--- src/rtl/intercal_deposit.sv ---
// intercal_deposit: multi-cycle inverse unit for the INTERCAL ALU.
// DEPOSIT32/DEPOSIT16 scatter low-order source bits into the positions
// marked by the mask (inverse of select); UNMINGLE splits an interleaved
// word into {odd bits, even bits} (inverse of mingle). One result bit
// position is processed per cycle over a fixed 32-cycle scan.
module intercal_deposit (
  input  logic        clk,
  input  logic        rst,
  input  logic        in_valid,
  output logic        in_ready,
  input  logic [1:0]  op,
  input  logic [31:0] a,
  input  logic [31:0] b,
  output logic        out_valid,
  input  logic        out_ready,
  output logic [31:0] f,
  output logic        busy
);

  typedef enum logic [1:0] {
    S_IDLE = 2'd0,
    S_RUN  = 2'd1,
    S_DONE = 2'd2
  } state_t;

  localparam logic [1:0] OP_DEP32 = 2'd0;
  localparam logic [1:0] OP_DEP16 = 2'd1;
  localparam logic [1:0] OP_UNMNG = 2'd2;

  state_t      state_q, state_d;
  logic [1:0]  op_q, op_d;
  logic [31:0] a_q, a_d;
  logic [31:0] b_q, b_d;
  logic [31:0] r_q, r_d;
  logic [4:0]  j_q, j_d;
  // k counts consumed source bits in 32-bit mode (0..32, so 6 bits);
  // kl/kh do the same per half in 16-bit mode (0..16, so 5 bits).
  logic [5:0]  k_q, k_d;
  logic [4:0]  kl_q, kl_d;
  logic [4:0]  kh_q, kh_d;

  // Source indices: low/high half pointers for DEPOSIT16, and the
  // destination of bit j for UNMINGLE (odd bits go to the upper half).
  logic [4:0]  lo_idx_s;
  logic [4:0]  hi_idx_s;
  logic [4:0]  unm_idx_s;

  // State and datapath registers; reset discards any partial result.
  always_ff @(posedge clk) begin
    if (rst) begin
      state_q <= S_IDLE;
      op_q    <= 2'd0;
      a_q     <= 32'd0;
      b_q     <= 32'd0;
      r_q     <= 32'd0;
      j_q     <= 5'd0;
      k_q     <= 6'd0;
      kl_q    <= 5'd0;
      kh_q    <= 5'd0;
    end else begin
      state_q <= state_d;
      op_q    <= op_d;
      a_q     <= a_d;
      b_q     <= b_d;
      r_q     <= r_d;
      j_q     <= j_d;
      k_q     <= k_d;
      kl_q    <= kl_d;
      kh_q    <= kh_d;
    end
  end

  // Next-state logic: accept in IDLE, scan one position per RUN cycle,
  // hold the result in DONE until the consumer takes it.
  always_comb begin
    state_d   = state_q;
    op_d      = op_q;
    a_d       = a_q;
    b_d       = b_q;
    r_d       = r_q;
    j_d       = j_q;
    k_d       = k_q;
    kl_d      = kl_q;
    kh_d      = kh_q;
    lo_idx_s  = {1'b0, kl_q[3:0]};
    hi_idx_s  = {1'b1, kh_q[3:0]};
    unm_idx_s = {j_q[0], j_q[4:1]};

    case (state_q)
      S_IDLE: begin
        if (in_valid) begin
          state_d = S_RUN;
          op_d    = op;
          a_d     = a;
          b_d     = b;
          r_d     = 32'd0;
          j_d     = 5'd0;
          k_d     = 6'd0;
          kl_d    = 5'd0;
          kh_d    = 5'd0;
        end else begin
          state_d = S_IDLE;
        end
      end

      S_RUN: begin
        j_d = j_q + 5'd1;
        if (j_q == 5'd31) begin
          state_d = S_DONE;
        end else begin
          state_d = S_RUN;
        end

        case (op_q)
          OP_DEP32: begin
            if (b_q[j_q]) begin
              r_d[j_q] = a_q[k_q[4:0]];
              k_d      = k_q + 6'd1;
            end else begin
              r_d[j_q] = 1'b0;
            end
          end
          OP_DEP16: begin
            // Halves are independent: low mask bits draw from a[15:0],
            // high mask bits draw from a[31:16].
            if (j_q[4] == 1'b0) begin
              if (b_q[j_q]) begin
                r_d[j_q] = a_q[lo_idx_s];
                kl_d     = kl_q + 5'd1;
              end else begin
                r_d[j_q] = 1'b0;
              end
            end else begin
              if (b_q[j_q]) begin
                r_d[j_q] = a_q[hi_idx_s];
                kh_d     = kh_q + 5'd1;
              end else begin
                r_d[j_q] = 1'b0;
              end
            end
          end
          OP_UNMNG: begin
            r_d[unm_idx_s] = a_q[j_q];
          end
          default: begin
            // Reserved op: result stays zero, timing unchanged.
            r_d = r_q;
          end
        endcase
      end

      S_DONE: begin
        if (out_ready) begin
          state_d = S_IDLE;
        end else begin
          state_d = S_DONE;
        end
      end

      default: begin
        state_d = S_IDLE;
      end
    endcase
  end

  assign in_ready  = (state_q == S_IDLE);
  assign out_valid = (state_q == S_DONE);
  assign busy      = (state_q != S_IDLE);
  assign f         = (state_q == S_DONE) ? r_q : 32'd0;

endmodule
--- config.mk ---
export PLATFORM = sky130hd
export DESIGN_NAME = intercal_deposit
export DESIGN_NICKNAME = d
export VERILOG_FILES = /design/src/rtl/intercal_deposit.sv
export SDC_FILE = /design/constraint.sdc
export NUM_CORES = 1
export LEC_CHECK = 0
export CAP_MARGIN = 20
export CORE_MARGIN = 2
export CORE_UTILIZATION = 25
export CTS_CLUSTER_DIAMETER = 80
export DETAILED_ROUTE_END_ITERATION = 10
export PLACE_DENSITY = 0.51
export SLEW_MARGIN = 20
export SYNTH_ARGS = -nofsm -noshare
export SYNTH_HDL_FRONTEND = slang
export SYNTH_SLANG_ARGS = --single-unit
--- constraint.sdc ---
create_clock -name clk -period 4.6 [get_ports clk]
set_input_delay 0.69 -clock clk [delete_from_list [all_inputs] [get_ports clk]]
set_output_delay 0.69 -clock clk [all_outputs]
set_load 0.01 [all_outputs]
==> impl_metrics.yaml <==
die:
  num_io_pins: 105
  die_h_um: 186
  initial_core_util_pct: 25.5
  die_width_um: 186
  dieArea_um2: 34700
  coreArea_um2: 32600
  fp-row-count: 66
global_routing:
  grt_pass1_wl_um: 48600
  grt_pass1_vias: 8423
  grt_start_max_net_pins: 67
  grtUsageTotal_pct: 17.5
  antenna_found_initial: 0
  overflow: 0
yosys:
  yosysSeqAreaShare_pct: 28.4
  ys.flop_type: "dfxtp_1"
  synth_cells: 1091
  synthDistinctLibCells: 76
  synth-seq-cells: 118
  netlist_area_um2: 8320
  synthArstFlopShare_pct: 0
  yosysTopAreaCell: "dfxtp_1"
  synth_top_area_share_pct: 28.4
  syn-num-nets: 1172
  synth_edf_count: 0
  avgSynthCellArea_um2: 7.62
  ys_warn_count: 0
  ys_top_cells_by_area: "dfxtp_1, nand2_1, a21oi_1, mux4_2, and2_1"
setup_path:
  crit_slowest_cell: "nor4_4"
  cp_data_required_time_ps: 4880
  cp_max_fo: 15
  max_stage_delay_ps: 830
  crit_type: "reg2reg"
  worstPathCellList: "mux4_2 -> mux2i_1 -> nor2_1 -> nor4_4 -> buf_4 -> a21oi_1 -> a221oi_1 -> o32ai_1"
  startpoint_type: "flop"
  arrival_ps: 3850
  end_kind: "flop"
  reg2reg_depth: 8
sta:
  fin_crit_sh_pct: 77.5
  fin_setup_tns_ps: 0
  post-route-min-period_ps: 3570
  setup_violations: 0
  maxSlewHeadroom_pct: 30.2
  max_clock_freq_ghz: 0.280
  hold_viol: 0
  tightest_slew_ps: 1050
  skew_ps: 13.6
  rsz0062_at_grt: "false"
  slew_violations: 0
clock_network:
  clock_latency_ps: 430
  cts.sinks: 118
  cts_root_buffer: "clkbuf_16"
  numCtsBuffers: 17
  clkTransAtPathRegs_ps: 60
  cts_buffer_depth: 2
  post_cts_resized: 0
  cts_tree: "done"
  cts_setup_buffers: 0
  holdBufCountCts: 0
  h-tree-depth: 4
placement:
  gp_congestion: 0.853
  port_buffers: 104
  dp_hpwl_um: 20600
  place_area_um2: 9690
finish:
  drive_above_1_share_pct: 9.90
  n_antenna_cell: 0
  fin_area_um2: 10300
  area_growth_pct: 24.2
  nets: 1221
  fill_cells: 3458
drt:
  drcViolationCount: 0
  first_iter_violations: 965
  detail_route.vias_per_cell: 5.44
  wl_per_cell_um: 19.4
  final_antenna_net_count: 0
  vias: 8675
  routed_wl_um: 30900
  drt-pass1-iter-count: 6
power:
  power.total_mw: 3.12
  vdd_ir_drop_max_v: 0.000272
  leakagePower_nw: 3.39
  p_per_area_nw_per_um2: 302
run:
  maxCapViolCount: 0
min_path:
  holdPathStages: 2
  hold_class: "reg2reg"
run_status:
  outcome: "finished, final reports clean"
-- report_power, final --
part           internal (mW)  leakage, nW  switching [mW]
sequential              1.07        0.962          0.0441
clock                  0.927        0.296           0.569
combinational          0.212         2.13           0.305
-- sequential cells by signal, indices dropped and copies added (netlist names) --
name / cells
a_q: 32
b_q: 32
r_q: 32
j_q: 5
k_q: 5
kh_q: 4
kl_q: 4
op_q: 2
state_q: 2
-- critical path: cells and delay by family (launching register included) --
kind | cells | cell delay (ps)
mux | 2 | 740
flops | 1 | 780
compound gates | 3 | 620
buf+inv | 1 | 350
simple gates | 2 | 910
-- per-stage QoR --
| step | setup WS, ps | cells | utilization, % | hold WS (ps) |
|---|---|---|---|---|
| detailed placement | 1100 | 1563 | 29.7 | 448 |
| global route | 866 | 1594 | 31.7 | 478 |
| CTS | 1090 | 1594 | 31.6 | 456 |
| finish | 1030 | 1594 | 31.7 | 452 |
| global placement | 1130 | 1563 | 29.7 | 442 |
| floorplan | 2050 | 1091 | - | 433 |
-- path summary, 6_finish.rpt --
check / start / slack (ps) / end
worst max-delay path: k_q[1] / 1030 / r_q[9]
worst min-delay path: b_q[6] / 450 / b_q[6]
worst max register to register: k_q[1] / 1030 / r_q[9]
worst min register to register: b_q[6] / 450 / b_q[6]
-- cell usage after synthesis (5+ instances only) --
library cell,number
o21ai_0,34
a22oi_1,14
a221oi_1,9
mux4_2,23
a41o_1,11
buf_1,8
buf_2,16
and3_1,5
and2_1,47
mux2i_1,27
o211ai_1,15
ha_1,11
a31oi_1,10
nand3_1,38
nand2b_1,6
inv_1,13
a311oi_1,11
o221ai_1,8
o32ai_1,20
dfxtp_1,118
nor3b_1,5
nand2_1,222
nor2_1,64
a221o_1,6
o41ai_1,6
a21oi_1,116
clkbuf_1,68
nor2b_1,11
a22o_1,11
buf_4,6
nor3_1,24
a211oi_1,21
-- final cells by class --
| cell class | count | area [µm²] | share of cell area (%) |
|---|---|---|---|
| clock buffers | 18 | 439 | 4.25 |
| clock inverters | 13 | 194 | 1.88 |
| inverters | 16 | 60.1 | 0.582 |
| multi-input cells | 857 | 5490 | 53.1 |
| flip-flops and latches | 118 | 2360 | 22.9 |
| well taps | 442 | 553 | 5.35 |
| repair buffers | 130 | 1230 | 11.9 |
-- cells by family (layout without fill, tap and decap cells) --
logic type | count (synthesis) | in the layout | share of synthesized area, %
AND/OR/NAND/NOR | 443 | 443 | 24.2
AO/OA/AOI/OAI | 340 | 340 | 28.7
flip-flops | 118 | 118 | 28.4
buffers and inverters | 116 | 177 | 5.93
multiplexers | 56 | 56 | 10.5
adder cells (fa/ha/maj) | 11 | 11 | 1.65
XOR/XNOR | 7 | 7 | 0.737
-- per-layer routing --
layer,track usage (%),vias up,routed length [µm]
li1,-,4120,-
met1,25.4,4047,14700
met2,25.8,447,13000
met3,3.10,61,2430
met4,5.85,0,756
met5,0,-,0
-- layout by cell type (no fill, tap or decap), drive strengths merged, types with 5 or more instances in the layout --
cell type      netlist  routed
a221o                6       6
nand2              224     224
a221oi               9       9
nor3b                5       5
ha                  11      11
a41o                11      11
and3                 6       6
o211ai              15      15
a22o                12      12
nand3               38      38
o221ai               8       8
o41ai                6       6
inv                 13      18
nor2b               11      11
a21oi              118     118
nor3                24      24
o21ai               35      35
o32ai               20      20
mux4                23      23
nand2b               6       6
clkbuf              68      18
a31oi               10      10
nor2                65      65
buf                 32      27
a311oi              11      11
mux2i               29      29
and2                47      47
clkdlybuf4s50        0     103
dfxtp              118     118
a22oi               15      15
a211oi              21      21
Note: power is estimated with default switching activity, not from simulation.
